$ cat src/rtl/i2s_tx.sv
// Philips I2S stereo transmitter for a mono sample stream.
// One-entry holding register; each sample fills both slots of a frame.
module i2s_tx #(
  parameter int width_p     = 24,
  parameter int slot_bits_p = 32,
  parameter int sclk_div_p  = 4
) (
  input  logic               clk_i,
  input  logic               reset_i,
  input  logic [width_p-1:0] sample_i,
  input  logic               valid_i,
  output logic               ready_o,
  output logic               sclk_o,
  output logic               lrclk_o,
  output logic               sdata_o,
  output logic               underflow_o
);

  localparam int cnt_w_lp = $clog2(2 * slot_bits_p);
  localparam int div_w_lp = (sclk_div_p > 1) ? $clog2(sclk_div_p) : 1;

  localparam logic [cnt_w_lp-1:0] cnt_last_lp = cnt_w_lp'(2 * slot_bits_p - 1);
  localparam logic [cnt_w_lp-1:0] slot_lp     = cnt_w_lp'(slot_bits_p);
  localparam logic [cnt_w_lp-1:0] width_lp    = cnt_w_lp'(width_p);
  localparam logic [div_w_lp-1:0] div_last_lp = div_w_lp'(sclk_div_p - 1);

  typedef enum logic {
    IDLE,
    RUN
  } state_e;

  state_e               state_q, state_d;
  logic [div_w_lp-1:0]  div_q, div_d;
  logic                 sclk_q, sclk_d;
  logic [cnt_w_lp-1:0]  bit_cnt_q, bit_cnt_d;
  logic                 lrclk_q, lrclk_d;
  logic                 sdata_q, sdata_d;
  logic [width_p-1:0]   shift_q, shift_d;
  logic [width_p-1:0]   hold_q, hold_d;
  logic                 full_q, full_d;
  logic                 ready_q, ready_d;
  logic                 underflow_q, underflow_d;

  logic                 tick;
  logic                 fall;
  logic [cnt_w_lp-1:0]  pos;
  logic [cnt_w_lp-1:0]  idx;

  always_comb begin
    state_d     = state_q;
    div_d       = div_q;
    sclk_d      = sclk_q;
    bit_cnt_d   = bit_cnt_q;
    lrclk_d     = lrclk_q;
    sdata_d     = sdata_q;
    shift_d     = shift_q;
    hold_d      = hold_q;
    full_d      = full_q;
    underflow_d = 1'b0;
    pos         = '0;
    idx         = '0;

    tick = (div_q == div_last_lp);
    fall = tick && sclk_q;

    div_d = tick ? '0 : div_q + div_w_lp'(1);
    if (tick) begin
      sclk_d = !sclk_q;
    end

    unique case (state_q)
      IDLE: if (fall) state_d = RUN;
      RUN:  state_d = RUN;
      default: state_d = IDLE;
    endcase

    if (fall) begin
      bit_cnt_d = (bit_cnt_q == cnt_last_lp) ? '0 : bit_cnt_q + cnt_w_lp'(1);

      // Frame boundary: the right slot replays this word, no reload at mid-frame.
      if (bit_cnt_d == '0) begin
        if (full_q) begin
          shift_d = hold_q;
          full_d  = 1'b0;
        end else begin
          shift_d     = '0;
          underflow_d = 1'b1;
        end
      end

      lrclk_d = (bit_cnt_d >= slot_lp);
      pos     = lrclk_d ? bit_cnt_d - slot_lp : bit_cnt_d;
      idx     = width_lp - pos;
      sdata_d = 1'b0;
      if (pos >= cnt_w_lp'(1) && pos <= width_lp) begin
        sdata_d = |(shift_d & (width_p'(1) << idx));
      end
    end

    if (valid_i && ready_q) begin
      hold_d = sample_i;
      full_d = 1'b1;
    end

    ready_d = !full_d;
  end

  always_ff @(posedge clk_i) begin
    if (reset_i) begin
      state_q     <= IDLE;
      div_q       <= '0;
      sclk_q      <= 1'b0;
      bit_cnt_q   <= cnt_last_lp;
      lrclk_q     <= 1'b1;
      sdata_q     <= 1'b0;
      shift_q     <= '0;
      hold_q      <= '0;
      full_q      <= 1'b0;
      ready_q     <= 1'b0;
      underflow_q <= 1'b0;
    end else begin
      state_q     <= state_d;
      div_q       <= div_d;
      sclk_q      <= sclk_d;
      bit_cnt_q   <= bit_cnt_d;
      lrclk_q     <= lrclk_d;
      sdata_q     <= sdata_d;
      shift_q     <= shift_d;
      hold_q      <= hold_d;
      full_q      <= full_d;
      ready_q     <= ready_d;
      underflow_q <= underflow_d;
    end
  end

  assign ready_o     = ready_q;
  assign sclk_o      = sclk_q;
  assign lrclk_o     = lrclk_q;
  assign sdata_o     = sdata_q;
  assign underflow_o = underflow_q;

endmodule

$ cat config.mk
export PLATFORM = sky130hd
export DESIGN_NAME = i2s_tx
export DESIGN_NICKNAME = d
export VERILOG_FILES = /design/src/rtl/i2s_tx.sv
export SDC_FILE = /design/constraint.sdc
export NUM_CORES = 1
export LEC_CHECK = 0
export ABC_AREA = 0
export BUFFER_PORTS_ARGS = -buffer_cell sky130_fd_sc_hd__buf_4
export CAP_MARGIN = 20
export CORE_MARGIN = 4
export CORE_UTILIZATION = 53
export CTS_CLUSTER_DIAMETER = 150
export DETAILED_ROUTE_END_ITERATION = 10
export PLACE_DENSITY_LB_ADDON = 0.08
export SLEW_MARGIN = 20
export SYNTH_ARGS = -nofsm -noshare
export SYNTH_HDL_FRONTEND = slang
export SYNTH_SLANG_ARGS = --single-unit
$ cat constraint.sdc
create_clock -name clk_i -period 2.5 [get_ports clk_i]
set_input_delay 0.625 -clock clk_i [delete_from_list [all_inputs] [get_ports clk_i]]
set_output_delay 0.625 -clock clk_i [all_outputs]
set_load 0.01 [all_outputs]
==> results.yml <==
clock_network:
  cts_tree: "yes"
  cts_buffer_depth: 2
  cts_sinks: 61
  htreeDepth: 3
  cts_hold_buf: 0
  insertion_delay_ps: 340
  numCtsBuffers: 9
  cts_resized: 0
  clk_pin_slew_worst_paths_ps: 70
  post_cts_buffers: 0
  clock-root-buffer: "clkbuf_8"
worst_setup_path:
  path_depth: 8
  critPathLaunch: "bit_cnt_q[0]$_SDFFE_PP1P_"
  worstPathRequired_ps: 2710
  r2r_cells: 8
  crit_type: "flop to flop"
  worstReg2RegStart: "bit_cnt_q[0]$_SDFFE_PP1P_"
  arrival_ps: 2590
  crit_buf_inv: 1
  cp-end-kind: "flop"
  cp_top_family: "simple AND/OR/NAND/NOR gates"
  slowest_stage: "or4_1"
  reg2reg_slack_ps: 130
  start_kind: "flop"
  path_max_fanout: 5
  path_cells: "inv_1 -> ha_1 -> or2_2 -> o31a_1 -> or4_1 -> nand3b_1 -> o2111a_1 -> a31oi_1"
  cpPeakStageDelay_ps: 560
final_layout:
  drive_gt1_frac: 0.171
  diodes: 0
  final_area_mm2: 0.00359
  layoutNonFillerInstCount: 516
  areaGrowthSynthToFinish_pct: 17.5
  fin_nets: 472
sta:
  fin_crit_sh: 0.949
  max_slew_margin: 0.397
  fmax_mhz: 422
  setup_viol: 0
  finalMaxSlewViolations: 0
  fin_ws_ps: 128
  rsz0062_at_grt: "false"
  clock_skew_ps: 11.5
  hold_viol_final: 0
  layout_min_cycle_time_ps: 2370
  tightest_slew_ps: 905
  setup_tns_ps: 0
yosys:
  avgSynthCellArea_um2: 7.44
  ys.flop_type: "dfxtp_1"
  postSynthCellCount: 411
  synth_area_mm2: 0.00306
  synth_area_leaders: "dfxtp_1, nand2_1, a21oi_1, nand3_1, clkbuf_1"
  synth_cell_types: 48
  ys_seq_area_frac: 0.399
  synth_commonest_cells: "nand2_1, a21oi_1, dfxtp_1"
  synth_edf_count: 0
  yosysMostFrequentCell: "nand2_1"
  synth_seq_cells: 61
  synth.net_count: 444
  synth.top_cell.area_share: 0.399
  yosysTopAreaCell: "dfxtp_1"
  yosysWarnings: 0
  async_reset_ff_frac: 0
grt:
  grt_pass1_wl_um: 12500
  grt_use_total: 0.213
  antenna_found_initial: 0
  grt-ovfl-total: 0
  grt_pass1_vias: 2655
  grt_max_degree: 55
placement:
  io_buffer_count: 31
  hpwl_um: 4850
  place_ws_ps: 115
  place_congestion: 0.895
  dp.cells: 500
  place_area_mm2: 0.00341
floorplanning:
  die_w_um: 84.0
  row_count: 27
  die_height_um: 84.0
  fp.dieArea_mm2: 0.00705
  start_util: 0.552
  boundaryPins: 32
  core_mm2: 0.00554
hold_path:
  min_path_type: "flop to flop"
  min-delay-start: "div_q[0]$_SDFF_PP0_"
  worstHoldPathCells: 1
power:
  leakage_uw: 0.00134
  vdd_ir_drop_max_uv: 422
  p_total_uw: 1990
  power_per_cell_area_mw_per_mm2: 553
route:
  ant_nets: 0
  first_iter_violations: 156
  wl_per_cell_um: 13.8
  drc: 0
  vias_per_cell: 5.46
  drt-total-wl_um: 7120
  dr.pass1.iters: 4
  vias: 2815
job:
  cap_violations: 0
run_status:
  status: "complete, no violations"
[per-layer routing]
metal  vias to the layer above  GRT usage  share of wire
met5                         -          0              0
met1                      1280      0.289           0.49
met2                        58      0.336           0.47
met3                         8     0.0484          0.036
li1                       1469          -              -
met4                         0     0.0687          0.011
[worst register-to-register path, delay by kind of cell (launching register included)]
kind,cells,cell delay [ps]
simple gates,3,1020
flops,1,470
compound gates,3,340
fa+ha+maj,1,310
buf+inv,1,110
[metrics by stage]
stage | hold WS, ps | util
finish | 439 | 0.649
global route | 455 | 0.649
CTS | 439 | 0.648
detailed placement | 428 | 0.616
global placement | 412 | 0.616
floorplan | 404 | -
[kinds of logic (layout without fill, tap and decap cells)]
family / Yosys count / count (layout) / synth area share
simple gates: 188 / 188 / 0.278
compound gates: 104 / 104 / 0.205
flops: 61 / 61 / 0.399
buf+inv: 40 / 73 / 0.0556
mux: 7 / 7 / 0.0229
fa+ha+maj: 6 / 6 / 0.0245
xor+xnor: 5 / 5 / 0.0143
[placed cells by master, fill, tap and decap left out, drive strengths merged, types with 4 or more instances in the layout]
| cell | synthesis | final |
|---|---|---|
| nand2 | 106 | 106 |
| a21oi | 62 | 62 |
| dfxtp | 61 | 61 |
| buf | 9 | 52 |
| nand3 | 35 | 35 |
| o21ai | 19 | 19 |
| nor2 | 17 | 17 |
| clkbuf | 26 | 12 |
| and2 | 9 | 9 |
| mux2i | 7 | 7 |
| ha | 6 | 6 |
| inv | 5 | 5 |
| nor3 | 4 | 4 |
| or4 | 4 | 4 |
[where the power goes]
group	switching, µW	internal (µW)	leakage (µW)	total [µW]
Combinational	93.1	79.1	0.000754	172
Clock	380	409	0.0000921	788
Sequential	26.2	1000	0.000495	1030
[worst paths after layout]
path / end
min reg2reg: div_q[0]$_SDFF_PP0_
min: div_q[0]$_SDFF_PP0_
max reg2reg: sdata_o$_SDFFE_PP0P_
max: sdata_o$_SDFFE_PP0P_
[registers in the layout, summed over array words and instances (netlist names)]
| name | count |
|---|---|
| underflow_o | 1 |
| full_q | 1 |
| shift_q | 24 |
| ready_o | 1 |
| bit_cnt_q | 6 |
| hold_q | 24 |
| sdata_o | 1 |
| sclk_o | 1 |
| div_q | 2 |
[layout make-up]
| class | instances | area [µm²] |
|---|---|---|
| flip-flops and latches | 61 | 1220 |
| multi-input cells | 310 | 1670 |
| fillers | 513 | 1950 |
| repair buffers | 52 | 415 |
| well taps | 72 | 90.1 |
| clock inverters | 4 | 22.5 |
| inverters | 5 | 18.8 |
| clock buffers | 12 | 155 |
No activity file was read; power rests on OpenSTA's default activity.
